File: config.mk
export PLATFORM = sky130hd
export DESIGN_NAME = gpu_ram_port_responder_flat
export DESIGN_NICKNAME = d
export VERILOG_FILES = /design/src/rtl/gpu_ram_port_responder_pkg.sv /design/src/rtl/gpu_ram_port_responder_if.sv /design/src/rtl/gpu_ram_port_responder_rd_tag_pipe.sv /design/src/rtl/gpu_ram_port_responder.sv /design/src/flat_wrapper.sv
export SDC_FILE = /design/constraint.sdc
export NUM_CORES = 1
export LEC_CHECK = 0
export ABC_CLOCK_PERIOD_IN_PS = 2200
export CORE_ASPECT_RATIO = 1.1
export CORE_MARGIN = 1
export CORE_UTILIZATION = 33
export DETAILED_ROUTE_END_ITERATION = 8
export GPL_ROUTABILITY_DRIVEN = 0
export PLACE_DENSITY = 0.8
export SLEW_MARGIN = 20
export SYNTH_ARGS = -nofsm -noshare
export SYNTH_HDL_FRONTEND = slang
export SYNTH_SLANG_ARGS = --single-unit
File: constraint.sdc
create_clock -name clk -period 2.2 [get_ports clk]
set_clock_uncertainty 0.05 [all_clocks]
set_input_delay 0.22 -clock clk [delete_from_list [all_inputs] [get_ports clk]]
set_output_delay 0.22 -clock clk [all_outputs]
set_load 0.02 [all_outputs]
File: src/rtl/gpu_ram_port_responder_pkg.sv
// Shared types and helpers for fixed-latency GPU RAM responders.
// Byte-lane selection is the one place endianness is decided.
package gpu_mem_pkg;

  localparam int GPU_ADDR_W = 20;
  localparam int GPU_DATA_W = 16;

  typedef struct packed {
    logic ena16;
    logic a0;
    logic in_range;
  } rd_tag_t;

  // Returns {hi_lane, lo_lane}; the even byte lives in the high lane when big-endian.
  function automatic logic [1:0] lane_sel(input logic a0, input logic big_endian);
    return (a0 ^ big_endian) ? 2'b10 : 2'b01;
  endfunction

endpackage

File: src/rtl/gpu_ram_port_responder_if.sv
// GPU RAM request bus between the data mux (master) and a memory responder (slave).
interface gpu_ram_port_responder_if;

  logic                                gpu_wr_ena;
  logic                                gpu_ena_16bit;
  logic [gpu_mem_pkg::GPU_ADDR_W-1:0]  gpu_address;
  logic [gpu_mem_pkg::GPU_DATA_W-1:0]  gpu_data_out;
  logic [gpu_mem_pkg::GPU_DATA_W-1:0]  gpu_data_in;

  modport master (
    output gpu_wr_ena, gpu_ena_16bit, gpu_address, gpu_data_out,
    input  gpu_data_in
  );

  modport slave (
    input  gpu_wr_ena, gpu_ena_16bit, gpu_address, gpu_data_out,
    output gpu_data_in
  );

endinterface

File: src/rtl/gpu_ram_port_responder_rd_tag_pipe.sv
// Fixed-depth shift register carrying read tags alongside a block RAM's read latency.
module gpu_rd_tag_pipe
  import gpu_mem_pkg::*;
#(
  parameter int DEPTH = 1
) (
  input  logic    clk,
  input  logic    reset_n,
  input  rd_tag_t i_tag,
  output rd_tag_t o_tag
);

  rd_tag_t r_pipe [DEPTH];

  always_ff @(posedge clk or negedge reset_n) begin
    if (!reset_n) begin
      for (int i = 0; i < DEPTH; i++) r_pipe[i] <= '0;
    end else begin
      r_pipe[0] <= i_tag;
      for (int i = 1; i < DEPTH; i++) r_pipe[i] <= r_pipe[i-1];
    end
  end

  assign o_tag = r_pipe[DEPTH-1];

endmodule

File: src/rtl/gpu_ram_port_responder.sv
// Memory-side responder: maps byte-addressed 8/16-bit GPU requests onto a 16-bit
// byte-enabled block RAM and returns lane-steered read data at fixed latency.
module gpu_ram_port_responder
  import gpu_mem_pkg::*;
#(
  parameter int READ_CLOCK_CYCLES = 2,
  parameter int RAM_LATENCY       = 1,
  parameter int MEM_WORDS         = 32768,
  parameter int RAM_AW            = 15,
  parameter int BIG_ENDIAN        = 1
) (
  input  logic                  clk,
  input  logic                  reset_n,
  gpu_ram_port_responder_if.slave bus,
  output logic [RAM_AW-1:0]     ram_addr,
  output logic                  ram_wren,
  output logic [1:0]            ram_byteena,
  output logic [15:0]           ram_wdata,
  input  logic [15:0]           ram_rdata,
  input  logic                  err_clr,
  output logic                  oor_err,
  output logic                  align_err,
  output logic [7:0]            err_count
);

  if (READ_CLOCK_CYCLES != RAM_LATENCY + 1) begin : g_bad_latency
    $error("READ_CLOCK_CYCLES must equal RAM_LATENCY+1");
  end

  localparam logic BE = (BIG_ENDIAN != 0);

  logic [GPU_ADDR_W-2:0] w_word;
  logic                  w_in_range;
  logic                  w_err_oor;
  logic                  w_err_mis;
  rd_tag_t               w_tag_in;
  rd_tag_t               w_tag;
  logic [1:0]            w_rd_lane;
  logic [7:0]            w_rd_byte;
  logic [15:0]           w_rd_data;

  logic [15:0]           r_rdata;
  logic                  r_oor_err;
  logic                  r_align_err;
  logic [7:0]            r_err_count;

  // Request path: purely combinational, presented to the RAM in cycle 0.
  assign w_word     = bus.gpu_address[GPU_ADDR_W-1:1];
  assign w_in_range = ({13'd0, w_word} < MEM_WORDS[31:0]);
  assign ram_addr   = bus.gpu_address[RAM_AW:1];
  assign ram_wren   = reset_n & bus.gpu_wr_ena & w_in_range;

  always_comb begin
    ram_byteena = 2'b11;
    ram_wdata   = bus.gpu_data_out;
    if (!bus.gpu_ena_16bit) begin
      ram_byteena = lane_sel(bus.gpu_address[0], BE);
      ram_wdata   = {2{bus.gpu_data_out[7:0]}};
    end
  end

  assign w_tag_in = '{ena16: bus.gpu_ena_16bit, a0: bus.gpu_address[0], in_range: w_in_range};

  gpu_rd_tag_pipe #(.DEPTH(RAM_LATENCY)) u_tag_pipe (
    .clk    (clk),
    .reset_n(reset_n),
    .i_tag  (w_tag_in),
    .o_tag  (w_tag)
  );

  // Read steering uses the tag that emerges together with ram_rdata.
  always_comb begin
    w_rd_lane = lane_sel(w_tag.a0, BE);
    w_rd_byte = w_rd_lane[1] ? ram_rdata[15:8] : ram_rdata[7:0];
    w_rd_data = 16'h0000;
    if (w_tag.in_range) w_rd_data = w_tag.ena16 ? ram_rdata : {8'h00, w_rd_byte};
  end

  always_ff @(posedge clk or negedge reset_n) begin
    if (!reset_n) r_rdata <= 16'h0000;
    else          r_rdata <= w_rd_data;
  end

  assign bus.gpu_data_in = r_rdata;

  // Errors only count on write strobes; one event per write even if both kinds.
  assign w_err_oor = bus.gpu_wr_ena & ~w_in_range;
  assign w_err_mis = bus.gpu_wr_ena & bus.gpu_ena_16bit & bus.gpu_address[0];

  always_ff @(posedge clk or negedge reset_n) begin
    if (!reset_n) begin
      r_oor_err   <= 1'b0;
      r_align_err <= 1'b0;
      r_err_count <= 8'h00;
    end else if (err_clr) begin
      r_oor_err   <= 1'b0;
      r_align_err <= 1'b0;
      r_err_count <= 8'h00;
    end else begin
      if (w_err_oor) r_oor_err   <= 1'b1;
      if (w_err_mis) r_align_err <= 1'b1;
      if ((w_err_oor | w_err_mis) && r_err_count != 8'hFF) r_err_count <= r_err_count + 8'h01;
    end
  end

  assign oor_err   = r_oor_err;
  assign align_err = r_align_err;
  assign err_count = r_err_count;

endmodule

File: src/flat_wrapper.sv
// flat-port wrapper written by rule: the top's interface ports become plain ports
module gpu_ram_port_responder_flat import gpu_mem_pkg::*;
#(
  parameter int READ_CLOCK_CYCLES = 2,
  parameter int RAM_LATENCY       = 1,
  parameter int MEM_WORDS         = 32768,
  parameter int RAM_AW            = 15,
  parameter int BIG_ENDIAN        = 1
)
  (clk, reset_n, ram_addr, ram_wren, ram_byteena, ram_wdata, ram_rdata, err_clr, oor_err, align_err, err_count, bus_gpu_wr_ena, bus_gpu_ena_16bit, bus_gpu_address, bus_gpu_data_out, bus_gpu_data_in);
  gpu_ram_port_responder_if bus_i ();
  input  logic clk;
  input  logic reset_n;
  output logic [RAM_AW-1:0] ram_addr;
  output logic ram_wren;
  output logic [1:0] ram_byteena;
  output logic [15:0] ram_wdata;
  input  logic [15:0] ram_rdata;
  input  logic err_clr;
  output logic oor_err;
  output logic align_err;
  output logic [7:0] err_count;
  input wire logic [$bits(bus_i.gpu_wr_ena)-1:0] bus_gpu_wr_ena;
  input wire logic [$bits(bus_i.gpu_ena_16bit)-1:0] bus_gpu_ena_16bit;
  input wire logic [$bits(bus_i.gpu_address)-1:0] bus_gpu_address;
  input wire logic [$bits(bus_i.gpu_data_out)-1:0] bus_gpu_data_out;
  output wire logic [$bits(bus_i.gpu_data_in)-1:0] bus_gpu_data_in;
  assign bus_i.gpu_wr_ena = bus_gpu_wr_ena;
  assign bus_i.gpu_ena_16bit = bus_gpu_ena_16bit;
  assign bus_i.gpu_address = bus_gpu_address;
  assign bus_i.gpu_data_out = bus_gpu_data_out;
  assign bus_gpu_data_in = bus_i.gpu_data_in;
  gpu_ram_port_responder #(.READ_CLOCK_CYCLES(READ_CLOCK_CYCLES), .RAM_LATENCY(RAM_LATENCY), .MEM_WORDS(MEM_WORDS), .RAM_AW(RAM_AW), .BIG_ENDIAN(BIG_ENDIAN)) u_core (.clk(clk), .reset_n(reset_n), .bus(bus_i), .ram_addr(ram_addr), .ram_wren(ram_wren), .ram_byteena(ram_byteena), .ram_wdata(ram_wdata), .ram_rdata(ram_rdata), .err_clr(err_clr), .oor_err(oor_err), .align_err(align_err), .err_count(err_count));
endmodule
==> results_tabular.tex <==
\begin{tabular}{lr}
\hline
Metric & Value \\
\hline
\multicolumn{2}{l}{\textbf{Detailed routing}} \\
\quad Detailed Route WL & 3723 µm \\
\quad Violation count after the first detailed-routing iteration & 52 \\
\quad Via-per-instance ratio & 4.809 \\
\quad WL/cell & 13.69 µm \\
\quad Number of routed nets with antenna violations & 0 \\
\quad Total iterations of the first detailed-routing run & 6 \\
\quad Routed via count & 1308 \\
\quad DRC violation count after routing & 0 \\
\multicolumn{2}{l}{\textbf{Place}} \\
\quad Placed cells & 264 \\
\quad PortBufs & 86 \\
\quad Detailed placement HPWL & 2872 µm \\
\multicolumn{2}{l}{\textbf{Global routing}} \\
\quad First-pass GRT wire length & 5699 µm \\
\quad Total global-route track usage & 15.87\% \\
\quad Aggregate global routing overflow & 0 \\
\quad Pin count of the biggest net entering global routing & 30 \\
\quad Number of antenna violations at the first check in global routing & 0 \\
\quad Vias in the first global route & 1203 \\
\multicolumn{2}{l}{\textbf{Logic synthesis}} \\
\quad Post-synthesis mux area share & 9.555\% \\
\quad Count of flip-flops with a built-in enable after synthesis & 0 \\
\quad Count of warnings emitted by yosys & 0 \\
\quad Nets in the synthesized netlist & 206 \\
\quad Synth Area in XOR/XNOR & 0\% \\
\quad Adder-cell area share of the yosys netlist & 0.8237\% \\
\quad Commonest register cell after synthesis & sky130\_fd\_sc\_hd\_\_dfrtp\_1 \\
\quad Part of the Yosys area used for sequential elements & 47.78\% \\
\quad Mapped Cells & 148 \\
\quad Compound-Gate Fraction of Synth Area & 10.96\% \\
\quad Area share of and/or/nand/nor cells after synthesis & 16.97\% \\
\quad Cell Area, Synth & 0.001519 mm² \\
\quad Count of different cell masters after synthesis & 28 \\
\quad Async set-reset flop share out of synthesis & 100.0\% \\
\quad Main combinational cell family by area after synthesis & simple AND/OR/NAND/NOR gates \\
\quad Post-synthesis sequential element count & 29 \\
\quad Average instance area after synthesis & 10.26 µm² \\
\multicolumn{2}{l}{\textbf{Finish}} \\
\quad Fraction of the core area covered by cells at the end of the flow & 54.27\% \\
\quad Leading cell type in the layout, fill and taps excluded & sky130\_fd\_sc\_hd\_\_clkdlybuf4s50\_1 \\
\quad Share of post-route cells with drive strength above 1 & 11.01\% \\
\quad Synth-to-Final Area Change & 55.35\% \\
\quad Most used cells in the layout excluding fill and tap cells & sky130\_fd\_sc\_hd\_\_clkdlybuf4s50\_1, sky130\_fd\_sc\_hd\_\_dfrtp\_1, sky130\_fd\_sc\_hd\_\_nand2\_1 \\
\quad Filler cells & 399 \\
\quad Number of non-filler instances in the completed layout & 272 \\
\quad Antenna cell count & 0 \\
\quad Number of nets in the finished design & 275 \\
\multicolumn{2}{l}{\textbf{Job}} \\
\quad Number of violations of the max-capacitance limit & 0 \\
\multicolumn{2}{l}{\textbf{Critical path}} \\
\quad Setup slack on the worst flop-to-flop path & 380 ps \\
\quad Max FO, Critical Path & 2 \\
\quad Critical path endpoint category & primary output \\
\quad Stage delay of the slowest cell on the critical path & 540 ps \\
\quad Master of the slowest instance on the critical path & sky130\_fd\_sc\_hd\_\_or4\_4 \\
\quad Critical Path Start Type & input port \\
\quad Critical path type & in2out \\
\quad Worst-path cell chain & clkdlybuf4s50\_1 -> or4\_4 -> inv\_1 -> and3\_1 -> dlygate4sd2\_1 \\
\quad Required arrival time at the worst endpoint & 1930 ps \\
\quad Data arrival at the endpoint of the critical path & 1750 ps \\
\multicolumn{2}{l}{\textbf{STA}} \\
\quad Setup repair after global routing missed its margin & no \\
\quad Total of endpoints with negative setup slack in the final report & 0 \\
\quad Final number of hold-violating endpoints & 0 \\
\quad Relative max-transition margin & 59.85\% \\
\quad Max frequency & 495.0 MHz \\
\quad Final worst-path cycle share & 91.82\% \\
\quad Count of final max-slew check failures & 0 \\
\quad Post-layout min period & 2020 ps \\
\quad Least-Margin Pin Slew & 600.0 ps \\
\multicolumn{2}{l}{\textbf{Floorplanning}} \\
\quad Chip width & 66.69 µm \\
\quad Number of placement rows & 25 \\
\quad Chip height & 73.16 µm \\
\quad Die footprint & 0.004878 mm² \\
\quad Effective utilization at floorplan & 34.94\% \\
\quad Standard cell core area & 0.004348 mm² \\
\quad Number of top-level pins & 117 \\
\multicolumn{2}{l}{\textbf{Pwr}} \\
\quad Total power divided by cell area & 510.7 mW/mm² \\
\quad Maximum VDD drop & 0.1917 mV \\
\quad Leakage power of the design & 0.9978 nW \\
\quad Pwr Total & 1.205 mW \\
\multicolumn{2}{l}{\textbf{Clocking}} \\
\quad Clk\_lat worst skew & 270 ps \\
\quad Clock slew seen by the registers of the worst setup and hold paths & 60 ps \\
\quad Clock sink count & 29 \\
\quad Clock tree root driver cell & sky130\_fd\_sc\_hd\_\_clkbuf\_8 \\
\quad H-tree Lvls & 2 \\
\quad Cells resized by post-CTS repair & 1 \\
\quad TritonCTS Buffers & 5 \\
\quad Clock tree from TritonCTS & built \\
\quad Largest buffer count on any clock path & 2 \\
\quad Number of buffers added to fix hold violations after cts & 0 \\
\quad Setup repair bufs after CTS & 0 \\
\multicolumn{2}{l}{\textbf{Min path}} \\
\quad Hold WC Path Type & in2async \\
\multicolumn{2}{l}{\textbf{Outcome}} \\
\quad Result of the run & finished clean \\
\hline
\end{tabular}
## final cells by class
type | instances | area, µm² | share of cell area, %
flip-flops and latches | 29 | 725.7 | 30.75
clock buffers | 8 | 80.08 | 3.393
repair buffers | 91 | 897.1 | 38.02
well taps | 54 | 67.56 | 2.863
multi-input cells | 88 | 581.8 | 24.66
inverters | 2 | 7.507 | 0.3181
## state kept, by name, indices dropped and copies added, names as in the netlist
signal	flops
u_core.bus.gpu_data_in	16
u_core.u_tag_pipe.o_tag	3
u_core.oor_err	1
u_core.err_count	8
u_core.align_err	1
## through the flow
stage | area, µm² | worst slack, ps | hold slack [ps] | setup TNS, ps
floorplan | 1519 | 374.7 | -125.6 | 0
global placement | 2281 | -92.05 | 390.1 | -112.9
detailed placement | 2281 | -100.8 | 390.1 | -228.7
CTS | 2360 | 172.6 | 316.4 | 0
global route | 2360 | 122.6 | 342.8 | 0
finish | 2360 | 179.9 | 307.1 | 0
## worst max-delay path, delay by kind of cell
kind | cells | cell delay [ps]
buffers and inverters | 3 | 810
and+or+nand+nor | 2 | 710
## cells in the mapped netlist (3+ instances only)
| cell | number | area share (%) |
|---|---|---|
| sky130_fd_sc_hd__o31ai_1 | 3 | 1.5 |
| sky130_fd_sc_hd__o21ai_0 | 9 | 3.0 |
| sky130_fd_sc_hd__nor2_1 | 8 | 2.0 |
| sky130_fd_sc_hd__buf_4 | 23 | 11 |
| sky130_fd_sc_hd__mux2_2 | 8 | 5.9 |
| sky130_fd_sc_hd__a21boi_0 | 8 | 4.0 |
| sky130_fd_sc_hd__clkbuf_1 | 4 | 0.99 |
| sky130_fd_sc_hd__nand2_1 | 10 | 2.5 |
| sky130_fd_sc_hd__mux2_4 | 3 | 3.0 |
| sky130_fd_sc_hd__a21oi_1 | 6 | 2.0 |
| sky130_fd_sc_hd__nor4_1 | 3 | 1.2 |
| sky130_fd_sc_hd__dfrtp_1 | 29 | 48 |
| sky130_fd_sc_hd__nor2b_1 | 3 | 1.2 |
| sky130_fd_sc_hd__nand2b_1 | 3 | 1.2 |
| sky130_fd_sc_hd__nand3_1 | 4 | 1.3 |
| sky130_fd_sc_hd__and3_1 | 9 | 3.7 |
## metal layers
layer / up-vias / part of all wire [%] / track usage, %
li1: 628 / - / -
met1: 600 / 38 / 17.53
met2: 68 / 51 / 27.05
met3: 12 / 8.1 / 5.000
met4: 0 / 3.1 / 8.038
met5: - / 0 / 0
## final timing paths
path / start / endpoint / depth (start not counted)
setup / recovery: bus_gpu_address[19] / ram_wren / 5
hold / removal: reset_n / u_core.bus.gpu_data_in[5] / 2
setup reg to reg: u_core.err_count[0] / u_core.err_count[7] / 5
hold reg to reg: u_core.oor_err / u_core.oor_err / 2
max in group asynchronous: reset_n / u_core.bus.gpu_data_in[10] / 2
min in group clk: bus_gpu_address[12] / ram_addr[11] / 0
## power by group
group          switching [mW]  internal [mW]
clock network           0.176          0.224
logic                   0.104          0.143
registers              0.0127          0.545
## cell families after synthesis
kind of cell               Yosys count
DFF                                 29
AOI/OAI and AO/OA                   27
adders and majority gates            1
buffers and inverters               31
muxes                               12
and+or+nand+nor                     48
(Power assumes the default switching activity.)
